File: config.mk
export PLATFORM = sky130hd
export DESIGN_NAME = seg_capture
export DESIGN_NICKNAME = d
export VERILOG_FILES = /design/src/rtl/seg_capture_pkg.sv /design/src/rtl/seg_capture_seg2hex.sv /design/src/rtl/seg_capture.sv
export SDC_FILE = /design/constraint.sdc
export NUM_CORES = 1
export LEC_CHECK = 0
export CORE_MARGIN = 8
export CORE_UTILIZATION = 36
export CTS_CLUSTER_SIZE = 8
export DETAILED_ROUTE_END_ITERATION = 7
export PLACE_DENSITY = 0.62
export SETUP_SLACK_MARGIN = 0.15
export SYNTH_ARGS = -nofsm -noshare
export SYNTH_HDL_FRONTEND = slang
export SYNTH_HIERARCHICAL = 1
export SYNTH_SLANG_ARGS = --single-unit
File: constraint.sdc
create_clock -name CLK -period 3.7 [get_ports CLK]
set_input_delay 0.555 -clock CLK [delete_from_list [all_inputs] [get_ports CLK]]
set_output_delay 0.555 -clock CLK [all_outputs]
set_load 0.03 [all_outputs]
File: src/rtl/seg_capture_pkg.sv
// Shared definitions for seg_capture: active-low glyph table (hex2led encoding),
// SEG bus bit positions and the capture FSM state type.
package seg_capture_pkg;

  // SEG bus layout is {G,F,E,D,C,B,A,DP}
  localparam int SEG_DP = 0;
  localparam int SEG_A  = 1;
  localparam int SEG_G  = 7;

  // Index i holds the {G..A} active-low glyph for hex value i
  localparam logic [15:0][6:0] GLYPHS = {
    7'b0001110,  // F
    7'b0000110,  // E
    7'b0100001,  // d
    7'b1000110,  // C
    7'b0000011,  // b
    7'b0001000,  // A
    7'b0010000,  // 9
    7'b0000000,  // 8
    7'b1111000,  // 7
    7'b0000010,  // 6
    7'b0010010,  // 5
    7'b0011001,  // 4
    7'b0110000,  // 3
    7'b0100100,  // 2
    7'b1111001,  // 1
    7'b1000000   // 0
  };

  typedef enum logic [1:0] {IDLE, SETTLE, CAPTURE, HOLD} state_e;

endpackage

File: src/rtl/seg_capture_seg2hex.sv
// Combinational inverse of hex2led: maps a 7-bit active-low glyph back to its
// hex value, flagging patterns that are not one of the 16 glyphs.
module seg2hex
  import seg_capture_pkg::*;
(
  input  logic [6:0] glyph_i,
  output logic [3:0] hex_o,
  output logic       bad_o
);

  always_comb begin
    // NOTE: every output gets a default before the search so no latch is inferred.
    hex_o = 4'h0;
    bad_o = 1'b1;
    for (int i = 0; i < 16; i++) begin
      if (glyph_i == GLYPHS[i]) begin
        hex_o = 4'(i);
        bad_o = 1'b0;
      end
    end
  end

endmodule

File: src/rtl/seg_capture.sv
// Multiplexed 7-segment bus monitor: rebuilds per-digit hex/DP values and publishes
// a frame once all digits are seen. Optional STALE timeout: SEG_CAPTURE_TIMEOUT_EN.
module seg_capture
  import seg_capture_pkg::*;
#(
  parameter int NUM_DIGITS  = 4,
  parameter int SETTLE_CYC  = 4
`ifdef SEG_CAPTURE_TIMEOUT_EN
  , parameter int TIMEOUT_CYC = 1048576
`endif
) (
  input  logic                    CLK,
  input  logic                    RESET_N,
  input  logic [NUM_DIGITS-1:0]   AN,
  input  logic [7:0]              SEG,
  output logic [4*NUM_DIGITS-1:0] DIGITS,
  output logic [NUM_DIGITS-1:0]   DP,
  output logic                    VALID,
  output logic                    ERR,
  output logic                    STALE
);

  localparam logic [7:0] SETTLE_MAX = 8'(SETTLE_CYC);

  state_e                  state_q, state_d;
  logic [NUM_DIGITS-1:0]   an_q, pat_an_q, pat_an_d;
  logic [7:0]              seg_q, pat_seg_q, pat_seg_d;
  logic [7:0]              cnt_q, cnt_d;
  logic [NUM_DIGITS-1:0]   seen_q, seen_d, shadow_dp_q, shadow_dp_d, dp_q, dp_d;
  logic [4*NUM_DIGITS-1:0] shadow_hex_q, shadow_hex_d, digits_q, digits_d;
  logic                    valid_q, valid_d, err_q, err_d;

  logic [3:0] cap_hex;
  logic       cap_bad, capture;
  logic       an_one_hot, an_illegal, pat_changed;

  assign an_one_hot  = ($countones(~an_q) == 1);
  assign an_illegal  = ($countones(~an_q) > 1);
  assign pat_changed = ({an_q, seg_q} != {pat_an_q, pat_seg_q});

  // The settled pattern, not the live bus, is what gets decoded on capture
  seg2hex u_seg2hex (
    .glyph_i (pat_seg_q[SEG_G:SEG_A]),
    .hex_o   (cap_hex),
    .bad_o   (cap_bad)
  );

  always_comb begin
    state_d   = state_q;
    pat_an_d  = pat_an_q;
    pat_seg_d = pat_seg_q;
    cnt_d     = cnt_q;
    err_d     = err_q;
    capture   = 1'b0;
    if (an_illegal) begin
      err_d   = 1'b1;
      state_d = IDLE;
    end else begin
      case (state_q)
        IDLE: begin
          if (an_one_hot) begin
            pat_an_d  = an_q;
            pat_seg_d = seg_q;
            cnt_d     = 8'd1;
            state_d   = SETTLE;
          end
        end
        SETTLE: begin
          if (pat_changed) begin
            if (an_one_hot) begin
              pat_an_d  = an_q;
              pat_seg_d = seg_q;
              cnt_d     = 8'd1;
            end else begin
              state_d = IDLE;
            end
          end else if (cnt_q >= SETTLE_MAX) begin
            state_d = CAPTURE;
          end else begin
            cnt_d = cnt_q + 8'd1;
          end
        end
        CAPTURE: begin
          capture = 1'b1;
          err_d   = err_q | cap_bad;
          state_d = HOLD;
        end
        HOLD: begin
          if (an_q != pat_an_q) begin
            if (an_one_hot) begin
              pat_an_d  = an_q;
              pat_seg_d = seg_q;
              cnt_d     = 8'd1;
              state_d   = SETTLE;
            end else begin
              state_d = IDLE;
            end
          end
        end
        default: state_d = IDLE;
      endcase
    end
  end

  always_comb begin
    shadow_hex_d = shadow_hex_q;
    shadow_dp_d  = shadow_dp_q;
    seen_d       = seen_q;
    digits_d     = digits_q;
    dp_d         = dp_q;
    valid_d      = 1'b0;
    // Publish the pre-capture shadow; a same-cycle capture starts the next frame
    if (&seen_q) begin
      digits_d = shadow_hex_q;
      dp_d     = shadow_dp_q;
      valid_d  = 1'b1;
      seen_d   = '0;
    end
    if (capture) begin
      for (int i = 0; i < NUM_DIGITS; i++) begin
        if (!pat_an_q[i]) begin
          shadow_hex_d[4*i +: 4] = cap_hex;
          shadow_dp_d[i]         = ~pat_seg_q[SEG_DP];
        end
      end
      seen_d = seen_d | ~pat_an_q;
    end
  end

  always_ff @(posedge CLK or negedge RESET_N) begin
    if (!RESET_N) begin
      // NOTE: the shadow store is a few flops and a mid-frame reset must discard it, so it is reset too.
      state_q      <= IDLE;
      an_q         <= '1;
      seg_q        <= '1;
      pat_an_q     <= '1;
      pat_seg_q    <= '1;
      cnt_q        <= '0;
      seen_q       <= '0;
      shadow_hex_q <= '0;
      shadow_dp_q  <= '0;
      digits_q     <= '0;
      dp_q         <= '0;
      valid_q      <= 1'b0;
      err_q        <= 1'b0;
    end else begin
      // NOTE: non-blocking assignments keep every flop sampling pre-edge values.
      state_q      <= state_d;
      an_q         <= AN;
      seg_q        <= SEG;
      pat_an_q     <= pat_an_d;
      pat_seg_q    <= pat_seg_d;
      cnt_q        <= cnt_d;
      seen_q       <= seen_d;
      shadow_hex_q <= shadow_hex_d;
      shadow_dp_q  <= shadow_dp_d;
      digits_q     <= digits_d;
      dp_q         <= dp_d;
      valid_q      <= valid_d;
      err_q        <= err_d;
    end
  end

  assign DIGITS = digits_q;
  assign DP     = dp_q;
  assign VALID  = valid_q;
  assign ERR    = err_q;

`ifdef SEG_CAPTURE_TIMEOUT_EN
  localparam logic [31:0] TIMEOUT_MAX = 32'(TIMEOUT_CYC);

  logic [31:0] idle_cnt_q, idle_cnt_d;

  // Cleared together with the VALID pulse so STALE drops on the VALID cycle
  always_comb begin
    idle_cnt_d = idle_cnt_q;
    if (valid_d) begin
      idle_cnt_d = '0;
    end else if (idle_cnt_q != TIMEOUT_MAX) begin
      idle_cnt_d = idle_cnt_q + 32'd1;
    end
  end

  always_ff @(posedge CLK or negedge RESET_N) begin
    if (!RESET_N) begin
      idle_cnt_q <= '0;
    end else begin
      idle_cnt_q <= idle_cnt_d;
    end
  end

  assign STALE = (idle_cnt_q == TIMEOUT_MAX);
`else
  assign STALE = 1'b0;
`endif

endmodule

---- Word level (Yosys, flattened, before mapping) ----
Index checks and enable logic that the tools add are counted.
Widths: inputs -> output; s select.
storage, ports and cells
  flip-flop bits (word level) ............. 80
  bits of input ports ..................... 14
  word-level logic and storage cells ...... 134
cells by class
  reduce and logical (&&, ||, !) cells .... 12
  $lt $le $gt $ge ......................... 2
  equality and inequality tests ........... 28
  bitwise logic cells ..................... 10
  mux-type cells .......................... 59
  add/sub/neg operators ................... 4
operator list
  operator             count
  $mux 8               7
  $mux 4               13
  $pmux 8 s3           2
  $eq 32x2->1 const B  1
  $eq 7x7->1 const B   4
  $mux 1               23
  $eq 7x5->1 const B   3
  $eq 7x6->1 const B   3
  $mux 2               8
  $reduce_and 4->1     4
  $eq 7x2->1 const B   2
  $eq 7x4->1 const B   2
  $mux 3               4
  $ne 12x12->1         1
  $pmux 4 s3           1
  $ne 3x3->1 const B   3
  $add 8x1->8 const B  1
  $ge 8x3->1 const B   1
  $ne 4x4->1 const B   2
  $not 4->4            2
  $pmux 2 s4           1
  $reduce_and 2->1     4
  $eq 7x3->1 const B   1
  $logic_not 7->1      1
  13 further kinds     21

---- Longest topological paths before layout ----
  depth in word-level cells ............... 20
  gate-level depth with buffers ........... 10
  depth with buffers taken out ............ 10

---- By module ----
Netlist, hierarchy kept.
by module, submodules not included
  module       cells an instance  area each (um2)  times used  sequential area each (um2)
  seg_capture  253                3,249.4          1           2,031.9
  seg2hex      53                 341.6            1           0.0

---- Least setup slack after synthesis ----
No wires, ideal clock.
  path kind ............................... register to register
  start ................................... reg an_q[1]
  end ..................................... reg shadow_hex_q[10]
  library setup time ...................... 0.125 ns
  setup slack ............................. 0.787 ns
  data arrival time ....................... 2.789 ns
  cell stages (with the launch flop) ...... 11
  path through ............................ dfstp_2 fa_1 inv_1 ha_1 inv_1 ha_1 nor3b_4 a21o_1 nand3_1 nor2_1 mux2_2
on the way
  word-level cells in the longest chain between the ends .. 6
ends and longest elaborated chain
  what                               RTL line            source
  start: declaration                 seg_capture.sv:26   logic [NUM_DIGITS-1:0] an_q, pat_an_q, pat_an_d;
  start signal: assignment           seg_capture.sv:134  an_q <= '1;
  start signal: assignment           seg_capture.sv:149  an_q <= AN;
  $not 4->4                          seg_capture.sv:38   assign an_illegal = ($countones(~an_q) > 1);
  $add 1x1->2 (implied by the code)  seg_capture.sv:38
  $add 2x2->3 (implied by the code)  seg_capture.sv:38
  $gt 3x1->1                         seg_capture.sv:38
  $mux 1                             seg_capture.sv:55   if (an_illegal) begin
  $reduce_and 2->1 (no line)         -
  end signal: assignment             seg_capture.sv:155  shadow_hex_q <= shadow_hex_d;
  end: declaration                   seg_capture.sv:30   logic [4*NUM_DIGITS-1:0] shadow_hex_q, shadow_hex_d, digits_q, digits_d;
No other way between the ends.
A chain may end at the register's enable or synchronous reset.

---- Worst setup path in the final report ----
  start ................................... reg an_q[1]
  end ..................................... reg shadow_hex_q[13]
Same word-level chain as after synthesis.

==> results.toml <==
[yosys]
synthArstFlopShare = 1.00
seq_area_frac_synth = 0.566
synth-seq-cells = 80
yosys_warnings = 6
ys_top_cells_by_area = "dfrtp_1 39%, dfstp_2 18%, mux2_2 7.5%, nand2_1 6.2%, xor2_1 2.9%"
ys_types = 56
yosysTopAreaCellShare = 0.390
syn_area_sq_um = 3590
yosysTopAreaCell = "dfrtp_1"
synth_edf_count = 0
synth_area_per_cell_sq_um = 11.7
synthCells = 306
syn-num-nets = 327
ys_dominant_reg_cell = "dfrtp_1"

[final_layout]
multi_input_area_sq_um = 1420
fill_cells = 944
layoutNonFillerInstCount = 479
area_growth_pct = 18.6
n_antenna_cell = 0
drive_above_1_share = 0.243
nets = 362
seq_area_sq_um = 2030

[placement]
dpl.cell_count = 463
dp_hpwl_um = 4670
io_buffer_count = 35
place.gp.congestion = 0.797

[routing]
avgViaCountPerCell = 4.85
drt_iter0_markers = 114
drt_wl_total_um = 6820
vias = 2324
drcViolationCount = 0
drt_pre_antenna_iters = 6
route.detailed.wl_per_inst_um = 14.2
drtAntennaViolNets = 0

[timing]
skew_ps = 12.0
fin_crit_sh = 0.869
rsz0062_at_grt = "false"
period_minus_slack_ps = 3220
worst_pin_slew_ps = 980
slew_viol_final = 0
setup_viol = 0
fmax_ghz = 0.311
hold_viol = 0
slew_headroom = 0.346
finalSetupTns_ps = 0

[grt]
grt_max_degree = 81
grt_antenna_before_repair = 0
track_usage = 0.110
grt_pass1_vias = 2364
grt-ovfl-total = 0
grt_pass1_wl_um = 11700

[min_path]
hp-class = "input pin to asynchronous set/reset pin"

[floorplan]
dieArea_sq_um = 13400
die_width_um = 116
core_sq_um = 9730
num_io_pins = 37
initial_utilization = 0.369
std_cell_rows = 36
die_h_um = 116

[clocking]
cts_resized = 0
clockBufferDepth = 2
clockRootBuffer = "clkbuf_8"
path_clk_slew_ps = 80
cts_tree = "yes"
cts_setup_buffers = 0
numCtsBuffers = 9
htreeDepth = 3
cts_sinks = 80
clkLatencyLatePin_ps = 350
cts-hold-fix-buffers = 0

[worst_setup_path]
crit_slowest_cell = "dfstp_2"
cp.arrival_ps = 3450
startpoint_type = "register"
worstSetupPathType = "register to register"
crit_chain = "fa_1 -> inv_1 -> ha_1 -> inv_1 -> ha_1 -> nor3b_4 -> a21o_1 -> nand3_1 -> nor2_1 -> mux2_2"
cpPeakStageDelay_ps = 570
cp-end-kind = "register"
path_max_fanout = 6
required_ps = 3930

[power]
powerDensity_nw_per_um2 = 545
peakVddDrop_v = 0.000220
leakage_nw = 1.99

[run_status]
status = "complete, no violations"

[run]
max_cap_violations = 0
==> cell families after synthesis <==
logic type | Yosys count | synth area share
AND/OR/NAND/NOR | 108 | 0.157
AO/OA/AOI/OAI | 38 | 0.0749
buffers and inverters | 27 | 0.0380
multiplexers | 33 | 0.107
other | 1 | 0.00104
flip-flops | 80 | 0.566
adder cells (fa/ha/maj) | 7 | 0.0265
XOR/XNOR | 12 | 0.0293
==> final timing paths <==
kind,from,cells past startpoint,endpoint,slack [ps]
setup / recovery,an_q[1],10,shadow_hex_q[13],480
hold / removal,RESET_N,1,VALID,350
hold reg to reg,shadow_hex_q[3],2,DIGITS[3],470
max in group asynchronous,RESET_N,1,shadow_hex_q[2],2710
setup reg to reg,an_q[1],10,shadow_hex_q[13],480
min in group CLK,shadow_hex_q[3],2,DIGITS[3],470
==> cells in the final DEF, fill, tap and decap left out, types with 3 or more instances in the layout <==
cell	instances
o21ai_0	9
a21o_1	5
clkdlybuf4s50_1	34
dfrtp_1	56
and2_1	3
dfstp_2	24
nor3_1	5
and4_1	3
nand3_1	4
mux2i_1	4
nand2_1	59
mux2_4	5
clkbuf_8	9
nand4_1	3
xor2_1	12
inv_1	14
ha_1	6
nor2_1	13
mux2_2	24
a21oi_1	4
==> worst max-delay path, delay by kind of cell (launching register included) <==
family,cells,cell delay (ps)
flip-flops,1,570
AND/OR/NAND/NOR,3,970
multiplexers,1,400
adder cells (fa/ha/maj),3,870
AO/OA/AOI/OAI,1,160
buffers and inverters,2,140
==> layer usage <==
layer	wire length, um	GRT usage	share of wire
met1	3240	0.139	0.48
met2	3090	0.175	0.45
met3	408	0.0360	0.060
met4	76	0.0372	0.011
met5	0	0	0
==> flip-flops by register name, indices dropped and copies added (netlist names) <==
name and count:
ERR 1, shadow_hex_q 16, DIGITS 16, VALID 1, seen_q 4, pat_an_q 4
seg_q 8, pat_seg_q 8, DP 4, an_q 4, cnt_q 8, shadow_dp_q 4
state_q 2
==> metrics by stage <==
| stage | hold slack [ps] | cell area [sq um] | power [mW] | util | setup WS [ps] |
|---|---|---|---|---|---|
| global placement | 458 | 4030 | 1.59 | 0.414 | 597 |
| CTS | 397 | 4260 | 2.35 | 0.438 | 468 |
| global route | 442 | 4260 | 2.45 | 0.438 | 248 |
| floorplan | 259 | 3590 | 1.50 | - | 787 |
| finish | 354 | 4260 | 2.32 | 0.438 | 485 |
| detailed placement | 456 | 4030 | 1.61 | 0.414 | 476 |
==> layout make-up <==
class,count,share of cell area
Clock buffer,9,0.0291
Clock inverter,7,0.0244
Inverter,15,0.0132
Multi-Input combinational cell,199,0.334
Sequential cell,80,0.477
Tap cell,133,0.0391
Timing Repair Buffer,36,0.0834
==> cell usage after synthesis (2+ instances only) <==
master    instances
nand4_1           3
mux2_4            5
nand3_1           4
dfrtp_1          56
nor2b_4           2
a21boi_0          2
a21oi_1           4
xor2_1           12
a211oi_1          2
mux2i_1           4
clkbuf_1          3
nor3_1            5
buf_6             2
a21o_1            5
o21ai_0           9
mux2_2           24
inv_1            14
ha_1              6
and4_1            3
and2_1            3
nand3b_1          2
a22o_1            2
dfstp_2          24
nand2_1          59
a31oi_1           2
o21ai_1           2
buf_4             5
nand2b_1          2
nor2_1           13
==> report_power, final <==
part | internal, mW | leakage (nW) | total (mW) | switching, mW
clock network | 0.388 | 0.108 | 0.731 | 0.343
logic | 0.211 | 0.855 | 0.423 | 0.212
registers | 0.997 | 1.02 | 1.17 | 0.172
total | 1.60 | 1.99 | 2.32 | 0.726
Power figures use the tool's default switching activity.
